File: config.mk
export PLATFORM = sky130hd
export DESIGN_NAME = button_debounce_pulse
export DESIGN_NICKNAME = d
export VERILOG_FILES = /design/src/rtl/button_debounce_pulse.sv
export SDC_FILE = /design/constraint.sdc
export NUM_CORES = 1
export LEC_CHECK = 0
export CAP_MARGIN = 20
export CORE_AREA = 2 2 39 41
export DETAILED_ROUTE_END_ITERATION = 10
export DIE_AREA = 0 0 41 43
export SLEW_MARGIN = 25
export SYNTH_ARGS = -nofsm -noshare
export SYNTH_HDL_FRONTEND = slang
export SYNTH_SLANG_ARGS = --single-unit
File: constraint.sdc
create_clock -name clk -period 2.1 [get_ports clk]
set_clock_uncertainty 0.05 [all_clocks]
set_input_delay 0.21 -clock clk [delete_from_list [all_inputs] [get_ports clk]]
set_output_delay 0.21 -clock clk [all_outputs]
set_load 0.02 [all_outputs]
File: src/rtl/button_debounce_pulse.sv
// Push-button conditioner: synchronizer chain, stable-count debounce FSM,
// registered debounced level plus single-cycle press/release strobes.
module button_debounce_pulse #(
    parameter int DEBOUNCE_CYCLES = 16,
    parameter int SYNC_STAGES     = 2
) (
    input  logic clk,
    input  logic reset,
    input  logic btn_raw,
    output logic btn_level,
    output logic press_pulse,
    output logic release_pulse
);

    localparam int CNT_W = $clog2(DEBOUNCE_CYCLES + 1);
    localparam logic [CNT_W-1:0] CNT_LAST = CNT_W'(DEBOUNCE_CYCLES - 1);

    typedef enum logic [1:0] {
        IDLE        = 2'b00,
        ARM_PRESS   = 2'b01,
        HELD        = 2'b10,
        ARM_RELEASE = 2'b11
    } state_t;

    state_t                 state, state_n;
    logic [CNT_W-1:0]       cnt, cnt_n;
    logic                   level_n, press_n, release_n;
    logic [SYNC_STAGES-1:0] sync_q;
    logic                   sync_in;

    // Plain flop chain; no logic between stages.
    always_ff @(posedge clk or posedge reset) begin
        if (reset) begin
            sync_q <= '0;
        end else begin
            sync_q <= {sync_q[SYNC_STAGES-2:0], btn_raw};
        end
    end

    assign sync_in = sync_q[SYNC_STAGES-1];

    always_ff @(posedge clk or posedge reset) begin
        if (reset) begin
            state         <= IDLE;
            cnt           <= '0;
            btn_level     <= 1'b0;
            press_pulse   <= 1'b0;
            release_pulse <= 1'b0;
        end else begin
            state         <= state_n;
            cnt           <= cnt_n;
            btn_level     <= level_n;
            press_pulse   <= press_n;
            release_pulse <= release_n;
        end
    end

    always_comb begin
        state_n   = state;
        cnt_n     = cnt;
        level_n   = btn_level;
        press_n   = 1'b0;
        release_n = 1'b0;
        case (state)
            IDLE: begin
                level_n = 1'b0;
                if (sync_in) begin
                    state_n = ARM_PRESS;
                    cnt_n   = '0;
                end
            end
            ARM_PRESS: begin
                level_n = 1'b0;
                if (!sync_in) begin
                    state_n = IDLE;
                    cnt_n   = '0;
                end else if (cnt == CNT_LAST) begin
                    state_n = HELD;
                    cnt_n   = '0;
                    level_n = 1'b1;
                    press_n = 1'b1;
                end else begin
                    cnt_n = cnt + CNT_W'(1);
                end
            end
            HELD: begin
                level_n = 1'b1;
                if (!sync_in) begin
                    state_n = ARM_RELEASE;
                    cnt_n   = '0;
                end
            end
            ARM_RELEASE: begin
                level_n = 1'b1;
                if (sync_in) begin
                    state_n = HELD;
                    cnt_n   = '0;
                end else if (cnt == CNT_LAST) begin
                    state_n   = IDLE;
                    cnt_n     = '0;
                    level_n   = 1'b0;
                    release_n = 1'b1;
                end else begin
                    cnt_n = cnt + CNT_W'(1);
                end
            end
            default: begin
                state_n = IDLE;
                cnt_n   = '0;
                level_n = 1'b0;
            end
        endcase
    end

endmodule

==> results of run 1 <==
==> metal layers <==
| layer | vias up | global-route usage, % | wire length [um] | part of all wire, % |
|---|---|---|---|---|
| met1 | 165 | 15.99 | 334 | 40 |
| met2 | 9 | 18.44 | 416 | 50 |
| li1 | 161 | - | - | - |
| met3 | 5 | 4.712 | 51 | 6.1 |
| met4 | 0 | 10.00 | 31 | 3.7 |
| met5 | - | 0 | 0 | 0 |
==> state kept, by name, indices dropped and copies added (netlist names), named ones only <==
register / count
release_pulse: 1
press_pulse: 1
btn_level: 1
sync_q: 2
cnt: 5
state: 1
==> where the power goes <==
| part | switching, mW | internal, mW | total [mW] |
|---|---|---|---|
| sequential | 0.00676 | 0.237 | 0.244 |
| combinational | 0.0123 | 0.0107 | 0.0230 |
| clock | 0.0769 | 0.106 | 0.183 |
==> cell families (layout without fill, tap and decap cells) <==
family | after synthesis | after routing | synth area share (%)
fa+ha+maj | 1 | 1 | 2.421
simple gates | 14 | 14 | 16.22
flops | 12 | 12 | 58.11
mux | 2 | 2 | 5.811
compound gates | 6 | 6 | 8.716
buf+inv | 3 | 11 | 3.630
xor+xnor | 3 | 3 | 5.086
==> cell usage after synthesis <==
cell / count
or3_1: 1
o2bb2ai_1: 1
mux2_4: 2
inv_2: 1
nand3_1: 4
and3_2: 1
o21ai_0: 1
xor2_1: 2
nor2_1: 2
nor3b_1: 2
dfrtp_1: 12
nand4b_1: 1
o211ai_1: 2
xnor2_1: 1
or3_2: 1
o21a_1: 1
and2_2: 1
inv_1: 1
ha_1: 1
a22o_1: 1
buf_6: 1
nand2_1: 1
==> how the worst max path moves through the flow <==
stage                start         to  slack [ns]  cells past startpoint
finish              cnt[0]  btn_level        0.48                      4
CTS                 cnt[0]  btn_level        0.49                      4
global route        cnt[0]  btn_level        0.39                      4
floorplan           cnt[0]  flip-flop        0.57                      5
global placement    cnt[0]  btn_level        0.52                      4
detailed placement  cnt[0]  btn_level        0.50                      4
==> metrics by stage <==
step                utilization, %  cells  setup slack (ns)
floorplan                        -     41            0.5685
global placement             41.59     61            0.5170
detailed placement           41.59     61            0.5015
CTS                          44.21     65            0.4857
global route                 44.21     65            0.3894
finish                       44.21     65            0.4846
==> cell type report <==
cell class / instances / area (um2)
clock buffer: 4 / 36.28
multi-input combinational: 26 / 197.7
timing repair buffer: 5 / 50.05
tap: 16 / 20.02
inverter: 2 / 7.507
fill: 124 / 772.0
sequential: 12 / 300.3
==> reports/summary.txt, run 1 <==
Outcome: completed
CP max FO: 5
DP Wirelength: 605.8 um
Die H: 43 um
Seq/Total Area, Yosys: 58.11%
WP data required: 2.21 ns
Top post-synthesis cells by area: dfrtp_1 (58%), mux2_4 (5.8%), nand3_1 (3.9%), xor2_1 (3.4%), nor3b_1 (2.9%)
Worst R2R Path Depth: 4
Synth warnings: 0
Worst setup SP type: flip-flop
Routed via count: 340
Slew @ Worst Pin: 0.4307 ns
Period utilisation layout: 76.92%
# clock sinks: 12
# H-tree levels: 1
Leak: 0.2786 nW
Drt wl/cell: 12.82 um
Mapped cell area: 516.7 um2
Worst r2r dst: btn_level
Hold WS: 0.1795 ns
Top-area cell type share of the netlist area: 58.11%
Overall power: 449.3 uW
Die Area: 1763 um2
Crit path buf inv count: 0
Worst-skew pair later-pin latency: 0.28 ns
# diodes: 0
Drt first-iter violations: 8
Port Buffers: 5
Max-Cap Viols: 0
Synth-to-Final Area Change: 18.40%
Global placer's final weighted congestion: 0.8426
Nets: 54
Grt ovf: 0
Final Hold Vio Count: 0
Initial Util: 37.34%
Core area: 1384 um2
TritonCTS Buffers: 3
Root Buffer: clkbuf_4
Final ANT Viol Nets: 0
Slew headroom: 71.26%
CP delay by family, top: simple AND/OR/NAND/NOR gates
Setup-failing EPs final: 0
R2R setup slack: 0.48 ns
Setup CP Type: flip-flop to flip-flop
WP data arrival: 1.73 ns
CP max stage cell: or3_1
Most common cell after layout, fill and taps aside: dfrtp_1
Min Tclk post-route: 1.615 ns
Worst R2R Start: cnt[0]
CTS tree: yes
Placed Area: 575.6 um2
Largest area contributor in the netlist: dfrtp_1
Total Wirelength: 833 um
Slowest stage delay, CP: 0.43 ns
Mapped Cells: 41
Maximum VDD drop: 0.0003432 V
Pwr per Cell Area: 734.4 nW/um2
Avg Cell Area, Syn: 12.60 um2
Syn_nets: 45
First-pass detailed-route iteration total: 4
Die X: 41 um
Max Freq: 0.6190 GHz
Layout cells sized above 1: 20.41%
Hold_buf cts: 0
Vias/cell: 5.231
# rows: 14
Commonest non-fill, non-tap cells in the layout: dfrtp_1 (12), clkdlybuf4s50_1 (5), nand3_1 (4)
Bufs on Longest Clock Path: 2
Post-CTS Setup Bufs: 0
IO Pins: 6
Pin count of the biggest net entering global routing: 13
RSZ-0062 raised after global routing: no
Yosys cell types: 22
Crit path cell chain: ha_1 > nand3_1 > or3_1 > mux2_4
Tot GR Track Use: 13.28%
Setup TNS: 0 ns
Initial antenna violation count: 0
Crit. End Element: flip-flop
DRC: 0
Global-route wire length before repair: 1483 um
Max Slew Vio Count: 0
Worst Hold Class: input port to async pin
Register bit total from synthesis: 12
Vias in the first global route: 350
CTS-repair resized insts: 0
Worst-path clk slew: 0.07 ns
Final Cell Area: 611.8 um2
Power figures use the tool's default switching activity.
==> inputs of run 2 (changes only) <==
==> constraint.sdc (replaced) <==
create_clock -name clk -period 1.6 [get_ports clk]
set_clock_uncertainty 0.05 [all_clocks]
set_input_delay 0.16 -clock clk [delete_from_list [all_inputs] [get_ports clk]]
set_output_delay 0.16 -clock clk [all_outputs]
set_load 0.02 [all_outputs]
==> reports/summary.txt, run 2 (synthesis gave the netlist of run 1 again) <==
# rows: 14
Die H: 43 um
Crit path buf inv count: 0
TritonCTS Buffers: 3
# clock sinks: 12
Hold_buf cts: 0
# diodes: 0
Maximum VDD drop: 0.0004406 V
Clock network power share: 32.4%
Commonest non-fill, non-tap cells in the layout: dfrtp_1 (12), clkdlybuf4s50_1 (5), nand3_1 (4)
Initial Util: 37.34%
Core area: 1384 um2
Root Buffer: clkbuf_4
Max-Cap Viols: 0
Final Non-Filler Cells: 67
R2R setup slack: 0.06 ns
Crit. End Element: flip-flop
Placement Setup Slack: 0.01388 ns
Grt ovf: 0
Crit path cell chain: ha_2 > nand3_1 > or3_4 > mux2_4
Global placer's final weighted congestion: 0.8544
Most common cell after layout, fill and taps aside: dfrtp_1
Drt wl/cell: 12.37 um
Worst Hold Class: input port to async pin
Int Pwr: 417.5 uW
Worst R2R Start: cnt[1]
Die X: 41 um
Period utilisation layout: 96.04%
Setup-failing EPs final: 0
Pin count of the biggest net entering global routing: 13
Drt first-iter violations: 2
Worst r2r dst: btn_level
Vias/cell: 5.284
Max reg flops: 5
CP max stage cell: dfrtp_1
Outcome: completed
Synth-to-Final Area Change: 21.55%
CP max FO: 5
Final ANT Viol Nets: 0
# H-tree levels: 1
Nets: 57
Fill count: 131
Area of the multi-input gates: 205.2 um2
Hold WS: 0.1461 ns
Worst-skew pair later-pin latency: 0.26 ns
Total Wirelength: 829 um
Leak: 0.2859 nW
IO Pins: 6
Setup CP Type: flip-flop to flip-flop
Pwr per Cell Area: 843.3 nW/um2
WP data arrival: 1.64 ns
Max Freq: 0.6508 GHz
Overall power: 529.7 uW
Final Worst Setup Slack: 0.06340 ns
DP Wirelength: 596.5 um
Final Hold Vio Count: 0
Initial antenna violation count: 0
Layout cells sized above 1: 27.45%
Seq pwr share: 60.4%
Placed Instances: 63
Min Tclk post-route: 1.537 ns
P_sw: 112.2 uW
Slowest stage delay, CP: 0.38 ns
First-pass detailed-route iteration total: 4
Reg area: 300.3 um2
Worst-path clk slew: 0.07 ns
Tot GR Track Use: 12.87%
Switching portion of total power: 21.18%
CP delay by family, top: simple AND/OR/NAND/NOR gates
Slew @ Worst Pin: 0.4399 ns
Levels on crit path: 4
Port Buffers: 5
Bufs on Longest Clock Path: 2
Comb pwr share: 7.1%
Slew headroom: 70.64%
Largest registers: cnt x5, sync_q x2
Max Slew Vio Count: 0
Vias in the first global route: 339
Die Area: 1763 um2
Global-route wire length before repair: 1428 um
DRC: 0
Worst R2R Path Depth: 4
Worst setup SP type: flip-flop
Routed via count: 354
WP data required: 1.70 ns
Most flop-heavy register: cnt
CTS tree: yes
-- run 2: layout make-up --
class,instances,area share [%]
multi-input combinational,26,32.67
inverter,2,1.195
sequential,12,47.81
clock buffer,3,3.586
timing repair buffer,8,11.55
tap,16,3.187
-- run 2: timing repair --
action,in CTS,in global routing
buffers inserted,0,1
gates resized for setup,0,2
setup endpoints to repair,0,2
-- run 2: per-stage QoR --
step | instance area (um2) | util [%] | setup TNS (ns)
final | 628.1 | 45.39 | 0
after global routing | 628.1 | 45.39 | -0.008814
after CTS | 613.1 | 44.30 | 0
after detailed placement | 590.6 | 42.68 | 0
after global placement | 590.6 | 42.68 | 0
after floorplan | 516.7 | - | 0
-- run 2: power groups by stage --
| stage | combinational, mW | sequential, mW | clock (mW) |
|---|---|---|---|
| 2_1_floorplan | 0.0210 | 0.324 | 0 |
| 3_3_place_gp | 0.0331 | 0.325 | 0 |
| 3_5_place_dp | 0.0340 | 0.326 | 0 |
| 4_1_cts | 0.0343 | 0.320 | 0.179 |
| 5_1_grt | 0.0432 | 0.321 | 0.198 |
| 6_report | 0.0377 | 0.320 | 0.172 |
-- run 2: how the worst max path moves through the flow --
stage | from | slack (ns) | endpoint
2_1_floorplan | cnt[0] | 0.07 | flip-flop
4_1_cts | cnt[1] | 0.002 | btn_level
3_5_place_dp | cnt[1] | 0.01 | btn_level
6_report | cnt[1] | 0.06 | btn_level
5_1_grt | cnt[1] | -0.007 | btn_level
3_3_place_gp | cnt[1] | 0.04 | btn_level
-- run 2: metal layers --
layer	routed length, um	track usage, %	share of wire (%)
met5	0	0	0
met4	12	8.000	1.4
met3	46	7.853	5.5
met2	422	17.50	51
met1	348	14.63	42
-- run 2: worst register-to-register path, stage by stage, from the launching register on --
cell	delay, ns
dfrtp_1	0.38
ha_2	0.21
nand3_1	0.10
or3_4	0.38
mux2_4	0.31
